**src/rtl/mem_arb_pkg.sv**
```systemverilog
// Shared types and widths for the SDRAM read-port arbiter.
// maxTrans sets the largest burst length; it defaults to 16 when no build define supplies it.
`ifndef maxTrans
`define maxTrans 16
`endif

package mem_arb_pkg;
  typedef enum logic {IDLE = 1'b0, BUSY = 1'b1} arb_state_t;

  localparam int SDRAM_ADDR_W = 25;
  localparam int SDRAM_DATA_W = 32;
endpackage

```
**src/rtl/mem_req_arbiter_if.sv**
```systemverilog
// Client-side and SDRAM-side read-port bundle; master is the arbiter's view, slave the environment's.
interface mem_req_arbiter_if
  import mem_arb_pkg::*;
#(
  parameter int NUM_CLIENTS = 4,
  parameter int TS_W        = $clog2(`maxTrans)
);
  logic [NUM_CLIENTS-1:0][SDRAM_ADDR_W-1:0] cl_addr;
  logic [NUM_CLIENTS-1:0][TS_W-1:0]         cl_transSize;
  logic [NUM_CLIENTS-1:0]                   cl_readReq;
  logic [NUM_CLIENTS-1:0]                   cl_readValid_out;
  logic [SDRAM_DATA_W-1:0]                  cl_readData;
  logic [NUM_CLIENTS-1:0]                   cl_doneRead;
  logic [SDRAM_ADDR_W-1:0]                  addr_cache_to_sdram;
  logic [TS_W-1:0]                          transSize;
  logic                                     readReq;
  logic                                     readValid_out;
  logic [SDRAM_DATA_W-1:0]                  readData;
  logic                                     doneRead;

  modport master (
    input  cl_addr, cl_transSize, cl_readReq, readValid_out, readData, doneRead,
    output cl_readValid_out, cl_readData, cl_doneRead, addr_cache_to_sdram, transSize, readReq
  );
  modport slave (
    output cl_addr, cl_transSize, cl_readReq, readValid_out, readData, doneRead,
    input  cl_readValid_out, cl_readData, cl_doneRead, addr_cache_to_sdram, transSize, readReq
  );
endinterface

```
**src/rtl/mem_req_arbiter_rr_pick.sv**
```systemverilog
// Combinational round-robin picker: first set req bit scanning upward from rr_ptr, with wrap.
module rr_pick #(
  parameter int N     = 4,
  parameter int CLI_W = $clog2(N)
) (
  input  logic [N-1:0]     req,
  input  logic [CLI_W-1:0] rr_ptr,
  output logic             any_req,
  output logic [CLI_W-1:0] pick
);
  logic [CLI_W:0] idx;

  // Scan from the farthest offset down so the nearest requester wins; wrap by compare, not truncation.
  always_comb begin
    any_req = |req;
    pick    = '0;
    idx     = '0;
    for (int k = N - 1; k >= 0; k--) begin
      idx = {1'b0, rr_ptr} + (CLI_W+1)'(k);
      if (idx >= (CLI_W+1)'(N)) idx = idx - (CLI_W+1)'(N);
      if (req[idx[CLI_W-1:0]]) pick = idx[CLI_W-1:0];
    end
  end
endmodule

```
**src/rtl/mem_req_arbiter.sv**
```systemverilog
// Round-robin arbiter sharing one SDRAM read port among NUM_CLIENTS miss handlers.
// Optional MEM_ARB_BEAT_CHECK_EN adds a beat counter and sticky err_beat output.
module mem_req_arbiter
  import mem_arb_pkg::*;
#(
  parameter int NUM_CLIENTS = 4,
  parameter int TS_W        = $clog2(`maxTrans),
  parameter int CLI_W       = $clog2(NUM_CLIENTS)
) (
  input  logic              clk,
  input  logic              rst,
  mem_req_arbiter_if.master bus,
  output logic              busy,
  output logic [CLI_W-1:0]  grant_id
`ifdef MEM_ARB_BEAT_CHECK_EN
  ,
  output logic              err_beat
`endif
);
  arb_state_t       state, state_nxt;
  logic [CLI_W-1:0] rr_ptr, rr_nxt, grant_nxt, pick;
  logic             any_req;

  rr_pick #(.N(NUM_CLIENTS), .CLI_W(CLI_W)) u_pick (
    .req     (bus.cl_readReq),
    .rr_ptr  (rr_ptr),
    .any_req (any_req),
    .pick    (pick)
  );

  always_ff @(posedge clk or posedge rst) begin
    if (rst) begin
      state    <= IDLE;
      rr_ptr   <= '0;
      grant_id <= '0;
    end else begin
      state    <= state_nxt;
      rr_ptr   <= rr_nxt;
      grant_id <= grant_nxt;
    end
  end

  always_comb begin
    state_nxt = state;
    grant_nxt = grant_id;
    rr_nxt    = rr_ptr;
    case (state)
      IDLE: if (any_req) begin
        state_nxt = BUSY;
        grant_nxt = pick;
      end
      BUSY: if (bus.doneRead) begin
        state_nxt = IDLE;
        rr_nxt    = (grant_id == CLI_W'(NUM_CLIENTS - 1)) ? '0 : grant_id + 1'b1;
      end
    endcase
  end

  assign busy                    = (state == BUSY);
  assign bus.readReq             = busy & bus.cl_readReq[grant_id];
  assign bus.addr_cache_to_sdram = bus.cl_addr[grant_id];
  assign bus.transSize           = bus.cl_transSize[grant_id];
  assign bus.cl_readData         = bus.readData;

  // Strobes reach only the granted client; anything arriving in IDLE is dropped.
  for (genvar i = 0; i < NUM_CLIENTS; i++) begin : g_cl
    assign bus.cl_readValid_out[i] = busy && (grant_id == CLI_W'(i)) && bus.readValid_out;
    assign bus.cl_doneRead[i]      = busy && (grant_id == CLI_W'(i)) && bus.doneRead;
  end

`ifdef MEM_ARB_BEAT_CHECK_EN
  logic [TS_W:0] beat_cnt, beats_now;

  // beats_now folds in a beat landing in the same cycle as doneRead.
  assign beats_now = beat_cnt + (TS_W+1)'(bus.readValid_out);

  always_ff @(posedge clk or posedge rst) begin
    if (rst) begin
      beat_cnt <= '0;
      err_beat <= 1'b0;
    end else begin
      if (state == IDLE)           beat_cnt <= '0;
      else if (bus.readValid_out)  beat_cnt <= beats_now;
      if (busy && bus.doneRead && (beats_now != {1'b0, bus.transSize})) err_beat <= 1'b1;
      if (!busy && (bus.readValid_out || bus.doneRead))                err_beat <= 1'b1;
    end
  end
`endif
endmodule

```
**src/flat_wrapper.sv**
```systemverilog
// flat-port wrapper written by rule: the top's interface ports become plain ports
module mem_req_arbiter_flat import mem_arb_pkg::*;
#(
  parameter int NUM_CLIENTS = 4,
  parameter int TS_W        = $clog2(`maxTrans),
  parameter int CLI_W       = $clog2(NUM_CLIENTS)
)
  (clk, rst, busy, grant_id, bus_cl_addr, bus_cl_transSize, bus_cl_readReq, bus_readValid_out, bus_readData, bus_doneRead, bus_cl_readValid_out, bus_cl_readData, bus_cl_doneRead, bus_addr_cache_to_sdram, bus_transSize, bus_readReq);
  mem_req_arbiter_if #(.NUM_CLIENTS(NUM_CLIENTS), .TS_W(TS_W)) bus_i ();
  input  logic clk;
  input  logic rst;
  output logic busy;
  output logic [CLI_W-1:0] grant_id;
  input wire logic [$bits(bus_i.cl_addr)-1:0] bus_cl_addr;
  input wire logic [$bits(bus_i.cl_transSize)-1:0] bus_cl_transSize;
  input wire logic [$bits(bus_i.cl_readReq)-1:0] bus_cl_readReq;
  input wire logic [$bits(bus_i.readValid_out)-1:0] bus_readValid_out;
  input wire logic [$bits(bus_i.readData)-1:0] bus_readData;
  input wire logic [$bits(bus_i.doneRead)-1:0] bus_doneRead;
  output wire logic [$bits(bus_i.cl_readValid_out)-1:0] bus_cl_readValid_out;
  output wire logic [$bits(bus_i.cl_readData)-1:0] bus_cl_readData;
  output wire logic [$bits(bus_i.cl_doneRead)-1:0] bus_cl_doneRead;
  output wire logic [$bits(bus_i.addr_cache_to_sdram)-1:0] bus_addr_cache_to_sdram;
  output wire logic [$bits(bus_i.transSize)-1:0] bus_transSize;
  output wire logic [$bits(bus_i.readReq)-1:0] bus_readReq;
  assign bus_i.cl_addr = bus_cl_addr;
  assign bus_i.cl_transSize = bus_cl_transSize;
  assign bus_i.cl_readReq = bus_cl_readReq;
  assign bus_i.readValid_out = bus_readValid_out;
  assign bus_i.readData = bus_readData;
  assign bus_i.doneRead = bus_doneRead;
  assign bus_cl_readValid_out = bus_i.cl_readValid_out;
  assign bus_cl_readData = bus_i.cl_readData;
  assign bus_cl_doneRead = bus_i.cl_doneRead;
  assign bus_addr_cache_to_sdram = bus_i.addr_cache_to_sdram;
  assign bus_transSize = bus_i.transSize;
  assign bus_readReq = bus_i.readReq;
  mem_req_arbiter #(.NUM_CLIENTS(NUM_CLIENTS), .TS_W(TS_W), .CLI_W(CLI_W)) u_core (.clk(clk), .rst(rst), .bus(bus_i), .busy(busy), .grant_id(grant_id));
endmodule
```
**config.mk**
```make
export PLATFORM = sky130hd
export DESIGN_NAME = mem_req_arbiter_flat
export DESIGN_NICKNAME = d
export VERILOG_FILES = /design/src/rtl/mem_arb_pkg.sv /design/src/rtl/mem_req_arbiter_if.sv /design/src/rtl/mem_req_arbiter_rr_pick.sv /design/src/rtl/mem_req_arbiter.sv /design/src/flat_wrapper.sv
export SDC_FILE = /design/constraint.sdc
export NUM_CORES = 1
export LEC_CHECK = 0
export ABC_AREA = 1
export BUFFER_PORTS_ARGS = -buffer_cell sky130_fd_sc_hd__buf_2
export CORE_AREA = 2 2 89 91
export DETAILED_ROUTE_END_ITERATION = 10
export DIE_AREA = 0 0 91 93
export GPL_TIMING_DRIVEN = 0
export RECOVER_POWER = 100
export SYNTH_ARGS = -nofsm -noshare
export SYNTH_HDL_FRONTEND = slang
export SYNTH_SLANG_ARGS = --single-unit
```
**constraint.sdc**
```tcl
create_clock -name clk -period 1.5 [get_ports clk]
set_input_delay 0.3 -clock clk [delete_from_list [all_inputs] [get_ports clk]]
set_output_delay 0.3 -clock clk [all_outputs]
set_load 0.01 [all_outputs]
```
* Yosys cells after proc, flatten, opt, wreduce, memory -nomap -nowiden
Cells that the tools add are included.
Storage, ports and cells: output and inout port bits 73, latch bits 0, memories 0, memory bits (writable) 0, input bits 156, register bits after elaboration 5, bits in read-only memories 0
Operators by class: bitwise logic cells 2, magnitude comparators 9, $add $sub $neg 8, reductions and logical operators 16, shift operators 0, div/mod/pow operators 0, eq/ne operators 3, muxes and demuxes 26, multiply operators 0
Operators with widths (number):
- 25-bit binary-select mux with 2-bit select | 1
- 25-bit 2-to-1 mux | 1
- 2-bit 2-to-1 mux | 9
- 2-bit by 3-bit < comparator with 1-bit output (second input constant) | 5
- 1-bit logical AND | 12
- 1-bit binary-select mux with 2-bit select | 5
- 3-bit greater-or-equal comparator (second input constant) | 3
- 4-bit binary-select mux with 2-bit select | 1
- 2-bit by 1-bit subtractor with 2-bit output (second input constant) | 4
- 1-bit 2-to-1 mux | 7
- 2-bit by 2-bit adder with 3-bit output (second input constant) | 2
- 2-bit equality test (second input constant) | 2
- 4-bit 2-to-1 mux | 1
- 2-bit AND reduction | 2
- 4-bit OR reduction | 1
- 2-bit by 1-bit adder with 3-bit output (second input constant) | 1
- 2-bit by 3-bit greater-or-equal comparator with 1-bit output (second input constant) | 1
- 2-bit by 1-bit adder with 2-bit output (second input constant) | 1
- 2-bit by 1-bit equality test with 1-bit output (second input constant) | 1
- 2-bit zero test | 1
- 1-bit one-hot mux with 2 select lines | 1
- 1-bit AND | 1
- 1-bit NOT | 1

* Depth between registers and ports, before layout
word-level depth 9, mapped depth 12, mapped depth without buffers 11

* Hierarchy
A second synthesis with hierarchy kept.
Unflattened totals: cells, all modules 320, area, all modules 1711.6 um^2
Modules (own cells, without submodules):
- mem_req_arbiter | area an instance 1522.7 um^2, seq. area each 125.1 um^2, cells an instance 274, times used 1
- rr_pick | area an instance 188.9 um^2, seq. area each 0.0 um^2, cells an instance 46, times used 1

* Worst setup path before layout
OpenSTA, ideal clock, no wires.
path kind reg-to-output, start point register u_core.grant_id[0], end point output bus_cl_doneRead[0], cell stages (with the launch flop) 7, arrival 1.243 ns, slack -0.043 ns, cells stage by stage dfrtp_1 buf_2 inv_2 buf_2 ha_1 inv_1 nor2_1
Between the ends: cells in the longest elaborated chain, start to end 3
RTL lines:
- start: declaration | line mem_req_arbiter.sv:14 | output logic [CLI_W-1:0] grant_id
- start signal: assignment | line mem_req_arbiter.sv:39 | grant_id <= grant_nxt;
- 2-bit zero test | line mem_req_arbiter.sv:68 | assign bus.cl_doneRead[i] = busy && (grant_id == CLI_W'(i)) && bus.doneRead;
- 1-bit logical AND (2 in series) | line mem_req_arbiter.sv:68
- end: declaration | line flat_wrapper.sv:22 | output wire logic [$bits(bus_i.cl_doneRead)-1:0] bus_cl_doneRead;
Every way passes these cells.

* Worst setup path after layout
start point register u_core.grant_id[0], end point output bus_addr_cache_to_sdram[21]
Between the ends: cells in the longest elaborated chain, start to end 2
RTL lines:
- 25-bit binary-select mux with 2-bit select | line mem_req_arbiter.sv:61 | assign bus.addr_cache_to_sdram = bus.cl_addr[grant_id];
- 25-bit 2-to-1 mux (implied by the code) | line mem_req_arbiter.sv:61
- end: declaration | line flat_wrapper.sv:23 | output wire logic [$bits(bus_i.addr_cache_to_sdram)-1:0] bus_addr_cache_to_sdram;
Every way passes these cells. The select of a mux whose other input is x is not followed.

==> run_results.csv <==
group,metric,value,unit
outcome,status,"complete, but fails checks",
outcome,failed_checks,"setup timing",
worst_setup_path,crit_path_max_incr_delay,0.39,ns
timing,finClkSkew,0.00181,ns
placement,place.gp.congestion,0.852,
global_routing,antenna_found_initial,0,
final_layout,final_common_cell,"buf_2",
synth,synth_top_family_by_area,"compound AO/OA/AOI/OAI gates",
drt,drc,0,
global_routing,gr-total-overflow,0,
power,power_frac_comb,90.1,%
timing,relSlewSlack,79.4,%
timing,drv_slew,0,
placement,hpwl,5.93,mm
final_layout,layout.nets,650,
clock_network,h-tree-depth,1,
drt,initialDrtViolationCount,52,
synth,yosys.cell_types.count,23,
synth,syn_area_per_cell,5.49,um2
timing,clock.fmax,574,MHz
floorplan,num_rows,32,
drt,drtAntennaViolNets,0,
floorplan,die_y,93,um
final_layout,postLayoutCoreUtil,40.6,%
synth,yosys.area_share.simple,28.0,%
timing,setup_viol,38,
synth,synth-seq-cells,5,
clock_network,numCtsBuffers,3,
synth,synth_top_area_share,18.8,%
floorplan,core_area,7530,um2
synth,ys_seq_area_share,8.10,%
final_layout,fill_cells,863,
synth,yosys_warnings,0,
floorplan,start_util,20.5,%
synth,synth-xor-area-share,0,%
synth,synth_compound_area_share,34.4,%
power,p_int,2.60,mW
drt,drt_pre_antenna_iters,4,
clock_network,clk_pin_slew,0.03,ns
clock_network,cts_tree,"done",
drt,vias_per_cell,4.47,
power,power_frac_seq,5.4,%
timing,layout_setup_ws,-0.241,ns
worst_setup_path,required,1.20,ns
floorplan,die_w,91,um
clock_network,root_buffer,"clkbuf_8",
power,switching_share,52.8,%
job,cap_violations,0,
worst_setup_path,critical_path_arrival,1.44,ns
synth,synth_area,1540,um2
power,clockPowerShare,4.5,%
synth,synth_fa_ha_area_share,3.24,%
final_layout,fin_cells,591,
final_layout,syn_to_final_growth,98.0,%
worst_setup_path,path_cells,"buf_6 > clkinv_8 > clkbuf_16 > o21ai_1 > o22ai_2 > buf_2",
worst_setup_path,end_kind,"primary output",
global_routing,grtUsageTotal,16.1,%
clock_network,cts_buffer_depth,2,
synth,yosys.area.top_type,"o21ai_0",
power,peakVddDrop,527,uV
worst_setup_path,path_class,"reg2out",
clock_network,clk_latency,0.22,ns
final_layout,drive_gt1_share,54.6,%
power,p_leak,1.59,nW
global_routing,grt_max_degree,12,
hold_path,hp-class,"in2reg",
drt,wirelength,7.52,mm
worst_setup_path,crit_path_start_kind,"register",
synth,syn_nets,441,
synth,ys_async_sr_fraction,100,%
drt,num_vias,2642,
synth,synth_area_leaders,"o21ai_0, nor2_1, buf_4",
placement,place_area,2670,um2
final_layout,final_cell_mix,"buf_2, nor2_1, buf_4, o21ai_0, clkbuf_1",
clock_network,cts.sinks,5,
global_routing,grt_pass1_wl,11.4,mm
power,power.total,5.51,mW
worst_setup_path,crit_path_max_fanout,10,
final_layout,final_area,3060,um2
timing,timing.hold.ws,0.282,ns
floorplan,ioPinCount,229,
timing,rsz0062_at_grt,"yes",
placement,place_inst,579,
drt,wl_per_cell,12.7,um
synth,muxShareOfSynthArea,0,%
global_routing,grt_pass1_vias,2380,
timing,hold_viol,0,
timing,tightest_slew,0.306,ns
synth,synthCells,281,
final_layout,antenna_cells,0,
timing,finalCritPeriodShare,116,%
synth,synth_flop_cell,"dfrtp_1",
placement,io_buffers,196,
power,power_switching,2.91,mW
power,p_per_area,1800,nW/um2
timing,period_minus_slack,1.74,ns
worst_setup_path,crit_path_top_delay_cell,"dfrtp_1",
synth,synth_edf_count,0,
floorplan,die_area,8460,um2
-- through the flow --
step | setup TNS [ns] | setup WS, ns
after floorplan | 0 | 0.0225
after global placement | -9.14 | -0.321
after detailed placement | -9.48 | -0.356
after CTS | -6.27 | -0.222
after global routing | -9.37 | -0.311
final | -6.31 | -0.241
-- final timing paths --
check,startpoint,endpoint,slack [ns],depth (start not counted)
max in group asynchronous,rst,u_core.grant_id[1]$_DFFE_PP0P_,0.77,3
setup / recovery,u_core.grant_id[0]$_DFFE_PP0P_,bus_addr_cache_to_sdram[21],-0.24,6
setup reg to reg,u_core.rr_ptr[0]$_DFFE_PP0P_,u_core.grant_id[0]$_DFFE_PP0P_,0.15,9
hold reg to reg,u_core.busy$_DFF_PP0_,u_core.busy$_DFF_PP0_,0.65,2
hold / removal,bus_doneRead,u_core.busy$_DFF_PP0_,0.28,2
min in group asynchronous,rst,u_core.rr_ptr[1]$_DFFE_PP0P_,0.54,3
-- worst max-delay path: cells and delay by family, from the launching register on --
| kind | cells | cell delay [ns] |
|---|---|---|
| AOI/OAI and AO/OA | 2 | 0.25 |
| buffers and inverters | 4 | 0.57 |
| DFF | 1 | 0.39 |
-- kinds of logic (layout without fill, tap and decap cells) --
group,Yosys count,in the layout
AOI/OAI and AO/OA,98,98
adders and majority gates,4,4
buffers and inverters,70,278
DFF,5,5
and+or+nand+nor,104,104
-- sequential cells by signal, indices dropped and copies added (netlist names) --
signal,flops
u_core.grant_id,2
u_core.rr_ptr,2
u_core.busy,1
-- power groups by stage --
stage                     registers (mW)  clock network [mW]  logic (mW)
after floorplan                    0.290                   0        2.47
after global placement             0.294                   0        3.91
after detailed placement           0.294                   0        3.94
after CTS                          0.290               0.250        4.77
after global routing               0.310               0.269        5.46
final                              0.299               0.246        4.96
-- per-layer routing --
metal  vias up  global-route usage, %  part of all wire (%)
met5         -                      0                     0
met2       107                   31.6                    53
met1      1193                   20.1                    41
met3         0                   1.37                   5.3
li1       1342                      -                     -
met4         0                  0.379                     0
-- synthesized netlist by cell type (all sizes together) (4+ instances only) --
library cell / count
nor2: 67
ha: 4
o22ai: 29
o21ai: 63
clkbuf: 12
inv: 18
nand3: 10
nand2: 25
buf: 40
dfrtp: 5
a21oi: 6
-- cell type report --
type                    instances  area, um2  share of cell area [%]
multi-input cells             206       1140                    37.2
repair buffers                203       1010                    33.2
plain buffers                  52        502                    16.4
well taps                     102        128                    4.18
flip-flops and latches          5        126                    4.13
inverters                      18       95.1                    3.11
clock buffers                   4       45.0                    1.47
repair inverters                1       8.76                   0.287
-- repair_timing --
action                                 in CTS  in global routing
gates resized for setup                    76                 49
pin swaps                                  10                  6
setup endpoints to repair                  39                 38
gates cloned                                3                  0
hold buffers                                1                  0
setup buffers                               3                  3
endpoints found under the hold margin       5                  0
(Power assumes the default switching activity.)
